[config.mk]
export PLATFORM = sky130hd
export DESIGN_NAME = sseg_scan_mux_flat
export DESIGN_NICKNAME = d
export VERILOG_FILES = /design/src/rtl/sseg_scan_mux_if.sv /design/src/rtl/sseg_scan_mux.sv /design/src/flat_wrapper.sv
export SDC_FILE = /design/constraint.sdc
export NUM_CORES = 1
export LEC_CHECK = 0
export BUFFER_PORTS_ARGS = -buffer_cell sky130_fd_sc_hd__buf_2
export CAP_MARGIN = 25
export CORE_ASPECT_RATIO = 0.7
export CORE_MARGIN = 5
export CORE_UTILIZATION = 53
export DETAILED_ROUTE_END_ITERATION = 6
export GPL_TIMING_DRIVEN = 0
export PLACE_DENSITY = 0.85
export SETUP_SLACK_MARGIN = 0.15
export SYNTH_ARGS = -nofsm -noshare
export SYNTH_HDL_FRONTEND = slang
export SYNTH_SLANG_ARGS = --single-unit
[constraint.sdc]
create_clock -name clk -period 4.6 [get_ports clk]
set_clock_uncertainty 0.15 [all_clocks]
set_input_delay 0.46 -clock clk [delete_from_list [all_inputs] [get_ports clk]]
set_output_delay 0.46 -clock clk [all_outputs]
set_load 0.02 [all_outputs]
[src/rtl/sseg_scan_mux_if.sv]
// Bundle between display-data logic and the seven-segment scan driver.
//   master : display-data side; drives patterns/enables/brightness and sees
//            the scanned pin drive.
//   slave  : the scan driver (sseg_scan_mux).
// Signals:
//   seg_in     [NUM_DIGITS*SEG_W] digit i pattern at [i*SEG_W +: SEG_W], active-low
//   digit_en   [NUM_DIGITS]       1 = digit shown
//   blink_en   [NUM_DIGITS]       1 = digit blanked during blink-off phase
//   brightness [BRIGHT_W]         PWM duty code, 0 = dark, all-ones = full on
//   an         [NUM_DIGITS]       anode enables, one-hot active-low
//   sseg       [SEG_W]            segment drive, active-low
//   digit_idx  [clog2(NUM_DIGITS)] slot index aligned with an/sseg
//   frame_tick                    pulse on the first output cycle of slot 0
interface sseg_scan_mux_if #(
   parameter int unsigned NUM_DIGITS = 8,
   parameter int unsigned SEG_W      = 8,
   parameter int unsigned BRIGHT_W   = 4
);
   localparam int unsigned IDX_W = $clog2(NUM_DIGITS);

   logic [NUM_DIGITS*SEG_W-1:0] seg_in;
   logic [NUM_DIGITS-1:0]       digit_en;
   logic [NUM_DIGITS-1:0]       blink_en;
   logic [BRIGHT_W-1:0]         brightness;
   logic [NUM_DIGITS-1:0]       an;
   logic [SEG_W-1:0]            sseg;
   logic [IDX_W-1:0]            digit_idx;
   logic                        frame_tick;

   modport master (
      output seg_in, digit_en, blink_en, brightness,
      input  an, sseg, digit_idx, frame_tick
   );

   modport slave (
      input  seg_in, digit_en, blink_en, brightness,
      output an, sseg, digit_idx, frame_tick
   );
endinterface

[src/rtl/sseg_scan_mux.sv]
// Time-multiplexed N-digit seven-segment driver with per-digit blanking and
// blink, PWM brightness and anode dead-time at the start of each slot.
// Ports:
//   clk   in  system clock
//   reset in  synchronous, active-high reset
//   bus   slave modport of sseg_scan_mux_if (data inputs, registered an/sseg/
//         digit_idx/frame_tick outputs)
// Each digit slot lasts 2^DIV_W cycles; outputs are registered one cycle
// behind the counter state.
module sseg_scan_mux #(
   parameter int unsigned NUM_DIGITS   = 8,
   parameter int unsigned SEG_W        = 8,
   parameter int unsigned DIV_W        = 16,
   parameter int unsigned BRIGHT_W     = 4,
   parameter int unsigned BLINK_FRAMES = 64,
   parameter int unsigned DEAD_CYC     = 0
) (
   input  logic            clk,
   input  logic            reset,
   sseg_scan_mux_if.slave  bus
);
   localparam int unsigned IDX_W = $clog2(NUM_DIGITS);
   localparam int unsigned FC_W  = (BLINK_FRAMES > 1) ? $clog2(BLINK_FRAMES) : 1;

   logic [DIV_W-1:0]      pre;
   logic [IDX_W-1:0]      idx;
   logic [FC_W-1:0]       frame_cnt;
   logic                  blink_ph;

   logic [NUM_DIGITS-1:0] an_q;
   logic [SEG_W-1:0]      sseg_q;
   logic [IDX_W-1:0]      idx_q;
   logic                  tick_q;

   logic [SEG_W-1:0]      seg_sel;
   logic [NUM_DIGITS-1:0] an_sel;
   logic                  en_sel;
   logic                  blk_sel;
   logic [BRIGHT_W-1:0]   duty;
   logic                  pwm_on;
   logic                  dead_ok;
   logic                  lit;
   logic                  slot_end;
   logic                  last_digit;
   logic                  last_frame;

   assign slot_end   = (pre == '1);
   assign last_digit = (idx == IDX_W'(NUM_DIGITS - 1));
   assign last_frame = (frame_cnt == FC_W'(BLINK_FRAMES - 1));

   // Per-digit select by compare rather than shift/multiply so that a
   // non-power-of-2 digit count never indexes past the vectors.
   always_comb begin
      seg_sel = '1;
      an_sel  = '1;
      en_sel  = 1'b0;
      blk_sel = 1'b0;
      for (int unsigned i = 0; i < NUM_DIGITS; i++) begin
         if (idx == IDX_W'(i)) begin
            seg_sel   = bus.seg_in[i*SEG_W +: SEG_W];
            an_sel[i] = 1'b0;
            en_sel    = bus.digit_en[i];
            blk_sel   = bus.blink_en[i];
         end
      end
   end

   // Duty compares the top prescaler bits; all-ones forces full on so the
   // brightest code is not one step short of 100 %.
   assign duty   = pre[DIV_W-1 -: BRIGHT_W];
   assign pwm_on = (bus.brightness == '1) || (duty < bus.brightness);

   if (DEAD_CYC == 0) begin : g_no_dead
      assign dead_ok = 1'b1;
   end else begin : g_dead
      assign dead_ok = (pre >= DIV_W'(DEAD_CYC));
   end

   assign lit = en_sel & ~(blk_sel & blink_ph) & dead_ok & pwm_on;

   always_ff @(posedge clk) begin
      if (reset) begin
         pre       <= '0;
         idx       <= '0;
         frame_cnt <= '0;
         blink_ph  <= 1'b0;
         an_q      <= '1;
         sseg_q    <= '1;
         idx_q     <= '0;
         tick_q    <= 1'b0;
      end else begin
         pre <= pre + 1'b1;
         if (slot_end) begin
            if (last_digit) begin
               idx <= '0;
               if (last_frame) begin
                  frame_cnt <= '0;
                  blink_ph  <= ~blink_ph;
               end else begin
                  frame_cnt <= frame_cnt + 1'b1;
               end
            end else begin
               idx <= idx + 1'b1;
            end
         end
         an_q   <= lit ? an_sel : '1;
         sseg_q <= lit ? seg_sel : '1;
         idx_q  <= idx;
         tick_q <= (idx == '0) && (pre == '0);
      end
   end

   assign bus.an         = an_q;
   assign bus.sseg       = sseg_q;
   assign bus.digit_idx  = idx_q;
   assign bus.frame_tick = tick_q;
endmodule
[src/flat_wrapper.sv]
// flat-port wrapper written by rule: the top's interface ports become plain ports
module sseg_scan_mux_flat 
#(
   parameter int unsigned NUM_DIGITS   = 8,
   parameter int unsigned SEG_W        = 8,
   parameter int unsigned DIV_W        = 16,
   parameter int unsigned BRIGHT_W     = 4,
   parameter int unsigned BLINK_FRAMES = 64,
   parameter int unsigned DEAD_CYC     = 0
)
  (clk, reset, bus_seg_in, bus_digit_en, bus_blink_en, bus_brightness, bus_an, bus_sseg, bus_digit_idx, bus_frame_tick);
  sseg_scan_mux_if #(.NUM_DIGITS(NUM_DIGITS), .SEG_W(SEG_W), .BRIGHT_W(BRIGHT_W)) bus_i ();
  input  logic clk;
  input  logic reset;
  input wire logic [$bits(bus_i.seg_in)-1:0] bus_seg_in;
  input wire logic [$bits(bus_i.digit_en)-1:0] bus_digit_en;
  input wire logic [$bits(bus_i.blink_en)-1:0] bus_blink_en;
  input wire logic [$bits(bus_i.brightness)-1:0] bus_brightness;
  output wire logic [$bits(bus_i.an)-1:0] bus_an;
  output wire logic [$bits(bus_i.sseg)-1:0] bus_sseg;
  output wire logic [$bits(bus_i.digit_idx)-1:0] bus_digit_idx;
  output wire logic [$bits(bus_i.frame_tick)-1:0] bus_frame_tick;
  assign bus_i.seg_in = bus_seg_in;
  assign bus_i.digit_en = bus_digit_en;
  assign bus_i.blink_en = bus_blink_en;
  assign bus_i.brightness = bus_brightness;
  assign bus_an = bus_i.an;
  assign bus_sseg = bus_i.sseg;
  assign bus_digit_idx = bus_i.digit_idx;
  assign bus_frame_tick = bus_i.frame_tick;
  sseg_scan_mux #(.NUM_DIGITS(NUM_DIGITS), .SEG_W(SEG_W), .DIV_W(DIV_W), .BRIGHT_W(BRIGHT_W), .BLINK_FRAMES(BLINK_FRAMES), .DEAD_CYC(DEAD_CYC)) u_core (.clk(clk), .reset(reset), .bus(bus_i));
endmodule
[After elaboration in Yosys (flattened, before gate mapping)]
Cells that the tools add are included.
Operators by class
  equal/unequal tests: 10
  shift operators: 0
  bitwise gates (word level): 6
  div/mod/pow operators: 0
  $lt $le $gt $ge: 1
  reductions and logical operators: 7
  $mul: 0
  $add $sub $neg: 3
  mux-type cells: 34
Operators with widths (number)
  $mux 8: 8
  $mux 1: 24
  $add 16x1->16 const B: 1
  $eq 16x16->1 const B: 1
  $logic_not 16->1: 1
  $eq 3x3->1 const B: 4
  $add 6x1->6 const B: 1
  $eq 3x2->1 const B: 2
  $eq 6x6->1 const B: 1
  $mux 6: 1
  $eq 4x4->1 const B: 1
  $lt 4x4->1: 1
  $add 3x1->3 const B: 1
  $and 1x1->1: 3
  $eq 3x1->1 const B: 1
  $logic_not 3->1: 1
  $mux 3: 1
  $not 1->1: 3
  $reduce_and 3->1: 1
  $reduce_and 2->1: 1
  $reduce_or 2->1: 1
  $logic_and 1x1->1: 1
  $logic_or 1x1->1: 1
Word-level totals
  bits in read-only memories: 0
  register bits: 46
  latch bits: 0
  input bits: 86
  word-level logic and storage cells: 69
  output and inout bits: 20
  memories: 0
  bits in writable memories: 0

[Longest topological paths before layout]
Gate-level depths: netlist of run 1.
  depth after elaboration: 15
  mapped depth: 11
  mapped depth without buffers: 7

[Worst setup path before layout of run 1]
No wires, ideal clock.
  path kind: register -> register
  from: register u_core.idx[2]
  to: register u_core.sseg_q[7] (netlist: u_core.bus.sseg[7])
  arrival time: 2.389 ns
  library setup time: 0.079 ns
  buffers on the path: 4
  clock period less this slack: 2.618 ns
  stages on the path, launching flop included: 12
  setup slack: 1.982 ns
  required time: 4.371 ns
  cells stage by stage: dfxtp_1 clkbuf_1 inv_1 clkbuf_1 ha_1 clkbuf_2 inv_1 or3_1 a222oi_1 a32oi_2 buf_2 o211ai_1
On the way
  longest elaborated chain between the ends: 15
  elaborated cells between the ends (all ways): 38
RTL lines
  start: declaration: RTL line sseg_scan_mux.sv:26  | logic [IDX_W-1:0] idx;
  start signal: assignment: RTL line sseg_scan_mux.sv:103  | idx <= idx + 1'b1;
  $logic_not 3->1: RTL line sseg_scan_mux.sv:59  | if (idx == IDX_W'(i)) begin
  $mux 1 (8 in series): RTL line sseg_scan_mux.sv:59
  $and 1x1->1: RTL line sseg_scan_mux.sv:79  | assign lit = en_sel & ~(blk_sel & blink_ph) & dead_ok & pwm_on;
  $not 1->1: RTL line sseg_scan_mux.sv:79
  $and 1x1->1 (2 in series): RTL line sseg_scan_mux.sv:79
  $not 1->1 (no source line)
  $reduce_or 2->1 (no source line)
  end signal: assignment: RTL line sseg_scan_mux.sv:107  | sseg_q <= lit ? seg_sel : '1;
  end: declaration: RTL line sseg_scan_mux.sv:31  | logic [SEG_W-1:0] sseg_q;
Parallel ways exist; a longest one is shown, timed or not.
A chain may end at the register's enable or synchronous reset.

[Worst setup path after layout of run 1]
  from: register u_core.idx[2]
  to: register u_core.an_q[6] (netlist: u_core.bus.an[6])
On the way
  longest elaborated chain between the ends: 15
  elaborated cells between the ends (all ways): 31
RTL lines
  $logic_not 3->1: RTL line sseg_scan_mux.sv:59
  $mux 1 (8 in series): RTL line sseg_scan_mux.sv:59
  $and 1x1->1: RTL line sseg_scan_mux.sv:79
  $not 1->1: RTL line sseg_scan_mux.sv:79
  $and 1x1->1 (2 in series): RTL line sseg_scan_mux.sv:79
  $not 1->1 (no source line)
  $reduce_or 2->1 (no source line)
  end signal: assignment: RTL line sseg_scan_mux.sv:106  | an_q <= lit ? an_sel : '1;
  end: declaration: RTL line sseg_scan_mux.sv:30  | logic [NUM_DIGITS-1:0] an_q;
Parallel ways exist; a longest one is shown, timed or not.

==> impl_metrics.py, run 1 <==
metrics = {
    "synthesis": {
        "synth_edf_count": 0,
        "synthesis.nets": 442,
        "synth_cell_types": 52,
        "synth-main-ff-cell": "dfxtp_1",
        "netlist_area_um2": 2710,
        "ys_seq_elements": 46,
        "synth_area_leaders": "dfxtp_1, ha_1, nor2_1",
        "ys.warnings.count": 0,
        "yosys.area.top_type": "dfxtp_1",
        "synth_top_area_share_pct": 34.0,
        "yosys-top-cells-count": "dfxtp_1, nor2_1, nand2_1",
        "synthArstFlopShare_pct": 0,
        "syn-instance-count": 344,
        "synth-seq-area-share_pct": 34.0,
        "synth_most_common_cell": "dfxtp_1",
        "avgSynthCellArea_um2": 7.86,
    },
    "clocking": {
        "clkTransAtPathRegs_ns": 0.09,
        "post_cts_buffers": 0,
        "cts_sinks": 46,
        "htreeDepth": 2,
        "cts_root_buf": "clkbuf_8",
        "cts_buffer_depth": 2,
        "clk_latency_ns": 0.30,
        "numCtsBuffers": 5,
        "cts_tree": "yes",
        "cts_hold_buffers": 0,
        "cts_resized": 0,
    },
    "layout": {
        "drive_gt1_share_pct": 27.8,
        "fin_util_pct": 70.2,
        "fill_cells": 404,
        "fin_cells": 526,
        "antennaDiodeCount": 0,
        "finalNetCount": 554,
        "area_delta_synth_final_pct": 26.1,
    },
    "floorplanning": {
        "rows": 21,
        "die_w_um": 95.4,
        "die_area_um2": 6660,
        "dieHeight_um": 69.8,
        "io_pins": 106,
        "core_area_um2": 4860,
        "start_util_pct": 55.6,
    },
    "route": {
        "drc": 0,
        "vias": 3089,
        "wire_per_inst_um": 16.1,
        "drt_iter0_markers": 299,
        "via_per_inst": 5.87,
        "detail-route-antenna-nets": 0,
        "wirelength_um": 8450,
        "drt_pass1_iterations": 5,
    },
    "worst_setup_path": {
        "worst-setup-path-type": "flop to flop",
        "cp.required_ns": 4.60,
        "cp_max_fo": 10,
        "cp-start-kind": "flop",
        "arrival_ns": 3.51,
        "endpoint_kind": "flop",
    },
    "timing": {
        "rsz0062_at_grt": "no",
        "finalHoldViolCount": 0,
        "tightest_slew_ns": 0.973,
        "fin_setup_tns_ns": 0,
        "setup_viol": 0,
        "maxSlewViolCount": 0,
        "fin_crit_sh_pct": 76.2,
        "max_freq_mhz": 285,
        "period_needed_ns": 3.51,
        "setup_slack_ns": 1.09,
        "relSlewSlack_pct": 35.2,
    },
    "grt": {
        "grt_pass1_vias": 2714,
        "grt.total_usage_pct": 24.4,
        "grt_start_max_net_pins": 15,
        "overflow": 0,
        "antenna_found_initial": 0,
        "grt_pass1_wl_um": 13100,
    },
    "power": {
        "switching_power_mw": 0.185,
        "seqPwrFrac_pct": 54.2,
        "cellPowerDensity_nw_per_um2": 221,
        "ir_drop_mv": 0.158,
        "switching_share_pct": 24.4,
        "pwr-share-comb_pct": 11.7,
        "internal_power_mw": 0.571,
        "pwr-share-clk_pct": 34.1,
        "p_leak_nw": 1.48,
    },
    "place": {
        "gp_congestion": 0.951,
        "io_buffers": 105,
        "dp_slack_ns": 1.30,
        "placedCellCount": 518,
        "place.detailed.hpwl_um": 6480,
    },
    "hold_path": {
        "hold_class": "input port to flop",
    },
    "flow_run": {
        "maxCapViolations": 0,
    },
    "run_status": {
        "status": "finished clean",
    },
}
registers in the layout (all words and copies together) (netlist names):
register	cells
u_core.pre	16
u_core.bus.an	8
u_core.bus.sseg	8
u_core.frame_cnt	6
u_core.bus.digit_idx	3
u_core.idx	3
u_core.blink_ph	1
u_core.bus.frame_tick	1
routing by layer:
metal	track usage, %	routed length (um)
met2	37.2	3870
met3	4.23	868
met4	7.73	178
met5	0	0
met1	34.8	3540
critical path, stage by stage (launching register included):
cell and delay (ns):
dfxtp_1 0.41, clkbuf_1 0.38, inv_1 0.17, clkbuf_1 0.31, ha_1 0.29, clkbuf_2 0.19
a2111oi_0 0.44, o21ai_0 0.20, a32oi_2 0.40, buf_2 0.30, nand4_1 0.11
kinds of logic after synthesis:
family                   count (synthesis)  share of synthesized area [%]
AND/OR/NAND/NOR                        133                           24.8
AO/OA/AOI/OAI                           91                           23.0
flip-flops                              46                           34.0
buffers and inverters                   43                           6.38
XOR/XNOR                                17                           5.50
adder cells (fa/ha/maj)                 12                           5.55
multiplexers                             2                          0.740
layout make-up:
type / count / area [um^2] / share of cell area (%)
Sequential cell: 46 / 921 / 27.0
Tap cell: 69 / 86.3 / 2.53
Inverter: 20 / 75.1 / 2.20
Clock buffer: 6 / 82.6 / 2.42
Buffer: 23 / 97.6 / 2.86
Clock inverter: 2 / 12.5 / 0.367
Timing Repair Buffer: 105 / 526 / 15.4
Multi-Input combinational cell: 255 / 1610 / 47.2
layout by cell type, fill, tap and decap left out, types with 3 or more instances in the layout:
| master | count |
|---|---|
| o211ai_1 | 9 |
| dfxtp_1 | 46 |
| xnor2_1 | 4 |
| clkbuf_8 | 6 |
| buf_2 | 109 |
| inv_1 | 19 |
| and3_1 | 3 |
| o221ai_1 | 7 |
| nand2_1 | 31 |
| nand3_1 | 18 |
| a221o_1 | 7 |
| nor2b_1 | 12 |
| xor2_1 | 13 |
| nand4_1 | 15 |
| nor2_1 | 37 |
| clkbuf_1 | 14 |
| a31oi_1 | 18 |
| a21oi_1 | 14 |
| ha_1 | 12 |
| o21ai_0 | 22 |
power by group through the flow:
stage          sequential (mW)  combinational [mW]  clock (mW)
2_1_floorplan            0.423              0.0324           0
3_3_place_gp             0.418              0.0865           0
3_5_place_dp             0.419              0.0874           0
4_1_cts                  0.409              0.0880       0.260
5_1_grt                  0.410              0.0962       0.279
6_report                 0.409              0.0887       0.257
per-stage QoR:
stage | area [um^2] | total power, mW | hold WS [ns]
floorplan | 2710 | 0.456 | 0.303
global placement | 3320 | 0.505 | 0.338
detailed placement | 3320 | 0.506 | 0.346
CTS | 3410 | 0.757 | 0.290
global route | 3410 | 0.785 | 0.310
finish | 3410 | 0.756 | 0.293
worst paths after layout:
path	from	to	slack, ns	cells after the start
min	bus_seg_in[57]	u_core.bus.sseg[1]	0.29	3
max reg2reg	u_core.idx[2]	u_core.bus.an[6]	1.09	10
max	u_core.idx[2]	u_core.bus.an[6]	1.09	10
min reg2reg	u_core.idx[1]	u_core.idx[1]	0.36	2
(Power assumes the default switching activity.)
==> inputs of run 2 (changes only) <==
- CORE_UTILIZATION: 53 -> 44
- PLACE_DENSITY: 0.85 -> 0.75
- clock period: 4.6 -> 2.9 ns (I/O delays scaled with it)
==> run 2 against run 1 <==
Register-to-register slack lost 0.82 ns. Flip-flop and latch count is the same. Die area increased by 18%. Sequential share of layout area fell by 0.41 points. Power up 59%. Critical path type unchanged. Largest cell class unchanged.
==> impl_metrics.py, run 2 (same netlist as run 1, synthesis figures left out) <==
metrics = {
    "run_status": {
        "status": "finished clean",
    },
    "floorplanning": {
        "rows": 23,
        "die_area_um2": 7840,
        "io_pins": 106,
        "core_area_um2": 5840,
        "die_w_um": 104,
        "start_util_pct": 46.3,
        "dieHeight_um": 75.6,
    },
    "place": {
        "gp_congestion": 0.936,
        "place.detailed.hpwl_um": 6690,
        "io_buffers": 105,
    },
    "layout": {
        "fin_util_pct": 59.4,
        "fill_cells": 563,
        "layout_commonest_cell": "buf_2",
        "antennaDiodeCount": 0,
        "final_cell_mix": "buf_2, dfxtp_1, nor2_1",
        "drive_gt1_share_pct": 29.8,
        "regMostFlops": "u_core.pre",
        "finalNetCount": 556,
        "area_delta_synth_final_pct": 28.3,
        "largest_reg_flops": 16,
    },
    "route": {
        "wire_per_inst_um": 16.1,
        "detail-route-antenna-nets": 0,
        "drt_iter0_markers": 196,
        "drt_pass1_iterations": 5,
        "drc": 0,
        "vias": 3045,
        "via_per_inst": 5.70,
        "wirelength_um": 8600,
    },
    "power": {
        "p_leak_nw": 1.51,
        "finalPower_mw": 1.20,
        "ir_drop_mv": 0.176,
        "cellPowerDensity_nw_per_um2": 346,
    },
    "timing": {
        "maxSlewViolCount": 0,
        "max_freq_mhz": 380,
        "rsz0062_at_grt": "yes",
        "fin_setup_tns_ns": 0,
        "tightest_slew_ns": 0.615,
        "setup_viol": 0,
        "period_needed_ns": 2.63,
        "relSlewSlack_pct": 59.0,
        "finalHoldViolCount": 0,
        "fin_crit_sh_pct": 90.7,
    },
    "clocking": {
        "cts_hold_buffers": 0,
        "cts_sinks": 46,
        "clkTransAtPathRegs_ns": 0.08,
        "cts_tree": "yes",
        "numCtsBuffers": 5,
        "clk_latency_ns": 0.30,
        "htreeDepth": 2,
        "cts_root_buf": "clkbuf_8",
        "cts_buffer_depth": 2,
    },
    "worst_setup_path": {
        "cp_max_fo": 10,
        "cp.buffers_inverters": 6,
        "cp.required_ns": 2.96,
        "r2r_cells": 11,
        "path_depth": 11,
        "crit_family": "buffers and inverters",
        "worst-setup-path-type": "flop to flop",
        "max_stage_delay_ns": 0.37,
        "cp-start-kind": "flop",
        "path_cells": "buf_4 -> inv_2 -> clkbuf_8 -> ha_2 -> buf_6 -> inv_2 -> or3_1 -> a222oi_1 -> a32oi_2 -> buf_6 -> o211ai_1",
        "arrival_ns": 2.69,
        "endpoint_kind": "flop",
        "critPathSlowestCell": "or3_1",
    },
    "hold_path": {
        "hold_class": "input port to flop",
        "whs_path_depth": 3,
    },
    "grt": {
        "grt_pass1_wl_um": 13500,
        "grt_start_max_net_pins": 15,
        "overflow": 0,
        "grt_pass1_vias": 2771,
        "grt.total_usage_pct": 21.0,
        "antenna_found_initial": 0,
    },
    "flow_run": {
        "maxCapViolations": 0,
    },
}
[run 2: worst register-to-register path: stages, from the launching register on]
cell and delay [ns]:
dfxtp_2 0.35, buf_4 0.17, inv_2 0.09, clkbuf_8 0.18
ha_2 0.18, buf_6 0.13, inv_2 0.09, or3_1 0.37
a222oi_1 0.31, a32oi_2 0.25, buf_6 0.19, o211ai_1 0.10
[run 2: worst paths after layout]
| kind | start | end | slack, ns |
|---|---|---|---|
| max | u_core.idx[2] | u_core.bus.sseg[7] | 0.27 |
| min | bus_seg_in[61] | u_core.bus.sseg[5] | 0.13 |
| max reg2reg | u_core.idx[2] | u_core.bus.sseg[7] | 0.27 |
| min reg2reg | u_core.idx[0] | u_core.idx[0] | 0.35 |
[run 2: layout make-up]
cell class	instances	area (um^2)	area share (%)
Clock inverter	2	12.5	0.361
Sequential cell	46	922	26.6
Buffer	23	125	3.61
Inverter	20	75.1	2.16
Multi-Input combinational cell	255	1620	46.7
Tap cell	75	93.8	2.70
Clock buffer	6	82.6	2.38
Timing Repair Buffer	107	538	15.5
[run 2: timing repair]
item / 4_1_cts / 5_1_grt
endpoints found under the setup margin: 15 / 16
gates cloned: 0 / 1
setup buffers: 1 / 0
pin swaps: 1 / 2
gates resized for setup: 8 / 10
[run 2: power breakdown]
group          internal (mW)  switching (mW)  total [mW]
sequential             0.641         0.00746       0.649
clock                  0.192           0.215       0.407
combinational         0.0752          0.0704       0.146
[run 2: per-layer routing]
| metal | wire length, um | track usage, % |
|---|---|---|
| met1 | 3770 | 28.7 |
| met2 | 3980 | 33.3 |
| met4 | 141 | 5.89 |
| met5 | 0 | 0 |
| met3 | 706 | 5.33 |
[run 2: stage by stage]
stage	hold WS, ns	worst slack, ns	cells	area, um^2
6_report	0.129	0.270	534	3470
5_1_grt	0.137	0.138	534	3470
4_1_cts	0.123	0.193	533	3440
3_5_place_dp	0.339	-0.440	524	3320
3_3_place_gp	0.333	-0.340	524	3320
2_1_floorplan	0.293	0.282	344	2710
==> inputs of run 3 (changes only) <==
- BUFFER_PORTS_ARGS: -buffer_cell sky130_fd_sc_hd__buf_2 -> -buffer_cell sky130_fd_sc_hd__buf_4
- CORE_MARGIN: 5 -> 2
- REMOVE_ABC_BUFFERS: default -> 1
==> run 3 against run 2 <==
Routed wire length down 9.1%. Flip-flop and latch count is the same. Utilization increased by 4.2 points. Global-route usage up 1.9 points.
==> impl_metrics.py, run 3 (same netlist as run 1, synthesis figures left out) <==
metrics = {
    "route": {
        "via_per_inst": 5.67,
        "drt_iter0_markers": 159,
        "drc": 0,
        "detail-route-antenna-nets": 0,
        "drt_pass1_iterations": 5,
        "wire_per_inst_um": 15.2,
        "wirelength_um": 7820,
        "vias": 2914,
    },
    "worst_setup_path": {
        "cp-start-kind": "flop",
        "rrSetupSlack_ns": 0.34,
        "rr_endpoint": "u_core.bus.sseg[7]",
        "worst-setup-path-type": "flop to flop",
        "arrival_ns": 2.63,
        "endpoint_kind": "flop",
        "path_cells": "ha_1 -> ha_2 -> inv_1 -> or3_1 -> a222oi_1 -> a32oi_4 -> buf_12 -> o211ai_1",
        "max_stage_delay_ns": 0.45,
        "cp.required_ns": 2.97,
        "critPathSlowestCell": "dfxtp_1",
        "r2r-start": "u_core.idx[0]",
        "r2r_cells": 8,
        "cp_max_fo": 15,
    },
    "timing": {
        "max_freq_mhz": 390,
        "fin_setup_tns_ns": 0,
        "fin_crit_sh_pct": 88.4,
        "tightest_slew_ns": 0.653,
        "period_needed_ns": 2.56,
        "finalHoldViolCount": 0,
        "setup_viol": 0,
        "maxSlewViolCount": 0,
        "holdWs_ns": 0.129,
        "rsz0062_at_grt": "no",
        "relSlewSlack_pct": 56.5,
    },
    "power": {
        "p_leak_nw": 1.58,
        "cellPowerDensity_nw_per_um2": 330,
        "ir_drop_mv": 0.257,
    },
    "place": {
        "gp_congestion": 0.881,
        "io_buffers": 105,
        "placedCellCount": 504,
        "place.detailed.hpwl_um": 5770,
    },
    "clocking": {
        "cts_sinks": 46,
        "numCtsBuffers": 5,
        "clk_latency_ns": 0.30,
        "htreeDepth": 2,
        "clkTransAtPathRegs_ns": 0.09,
        "cts_buffer_depth": 2,
        "cts_root_buf": "clkbuf_8",
        "cts_hold_buffers": 0,
        "cts_tree": "yes",
    },
    "grt": {
        "overflow": 0,
        "grt_use_met1_pct": 31.9,
        "grt.total_usage_pct": 22.9,
        "grt_util_met3_pct": 4.44,
        "grt_start_max_net_pins": 33,
        "grt_pass1_wl_um": 12900,
        "grtUsageMet2_pct": 36.6,
        "antenna_found_initial": 0,
        "grt.busiest_layer": "met2",
        "grt_pass1_vias": 2739,
    },
    "layout": {
        "fill_cells": 543,
        "area_delta_synth_final_pct": 37.3,
        "finalNetCount": 536,
        "layout_commonest_cell": "buf_4",
        "final_cell_mix": "buf_4, dfxtp_1, nor2_1",
        "largest_reg_flops": 16,
        "fin_cells": 514,
        "drive_gt1_share_pct": 29.8,
        "regMostFlops": "u_core.pre",
        "antennaDiodeCount": 0,
    },
    "hold_path": {
        "hold_path.startpoint": "bus_seg_in[58]",
        "whs_path_depth": 3,
        "hold_class": "input port to flop",
        "hold_path_end": "u_core.bus.sseg[2]",
    },
    "floorplanning": {
        "rows": 23,
        "io_pins": 106,
        "start_util_pct": 46.3,
        "die_w_um": 97.7,
        "dieHeight_um": 69.6,
        "die_area_um2": 6800,
        "core_area_um2": 5840,
    },
    "run_status": {
        "status": "finished clean",
    },
    "flow_run": {
        "maxCapViolations": 0,
    },
}
## run 3: changes by cell type in the layout (fill, tap and decap cells not counted), moves of 3 or more
cell and delta:
clkbuf_1 -11, buf_4 +104, ha_1 -3, buf_2 -109
## run 3: worst max-delay path by stage
stage | cells after the start | endpoint | startpoint | slack (ns)
final | 8 | u_core.bus.sseg[7] | u_core.idx[0] | 0.34
after CTS | 8 | u_core.bus.an[6] | u_core.idx[0] | 0.22
after global routing | 8 | u_core.bus.an[6] | u_core.idx[0] | 0.17
after floorplan | 6 | u_core.bus.sseg[7] | u_core.idx[2] | 0.09
after global placement | 6 | u_core.bus.an[1] | u_core.idx[2] | -0.81
after detailed placement | 6 | u_core.bus.an[4] | u_core.idx[2] | -0.83
## run 3: stage by stage
stage	util [%]	instance area, um^2	worst slack, ns	power [mW]
2_1_floorplan	-	2610	0.0907	0.716
3_3_place_gp	59.7	3490	-0.806	0.829
3_5_place_dp	60.7	3550	-0.827	0.834
4_1_cts	63.1	3690	0.224	1.23
5_1_grt	63.6	3710	0.173	1.28
6_report	63.6	3710	0.336	1.23
## run 3: what timing repair did
item                       CTS  global route
setup buffers                2             0
pin swaps                    1             0
gates cloned                 0             0
resized for setup            6             4
setup endpoints to repair   21            15
## run 3: cell type report
cell class                 count  area [um^2]  share of cell area (%)
clock inverter                 1         5.00                   0.135
multi-input combinational    255         1660                    44.7
sequential                    46          925                    24.9
timing repair buffer         110          866                    23.3
clock buffer                   7         86.3                    2.32
tap                           75         93.8                    2.53
inverter                      20         78.8                    2.12
## run 3: critical path: cells and delay by family (launching register included)
family	cells	cell delay (ns)
AOI/OAI and AO/OA	3	0.64
adders and majority gates	2	0.49
DFF	1	0.45
and+or+nand+nor	1	0.39
buffers and inverters	2	0.35
## run 3: metal layers
| layer | routed length (um) | share of wire, % |
|---|---|---|
| met1 | 3660 | 47 |
| met2 | 3520 | 45 |
| met3 | 465 | 6.0 |
| met4 | 171 | 2.2 |
| met5 | 0 | 0 |
## run 3: power by group
group	internal, mW	switching, mW
Clock	0.193	0.211
Sequential	0.641	0.00724
Combinational	0.110	0.0649
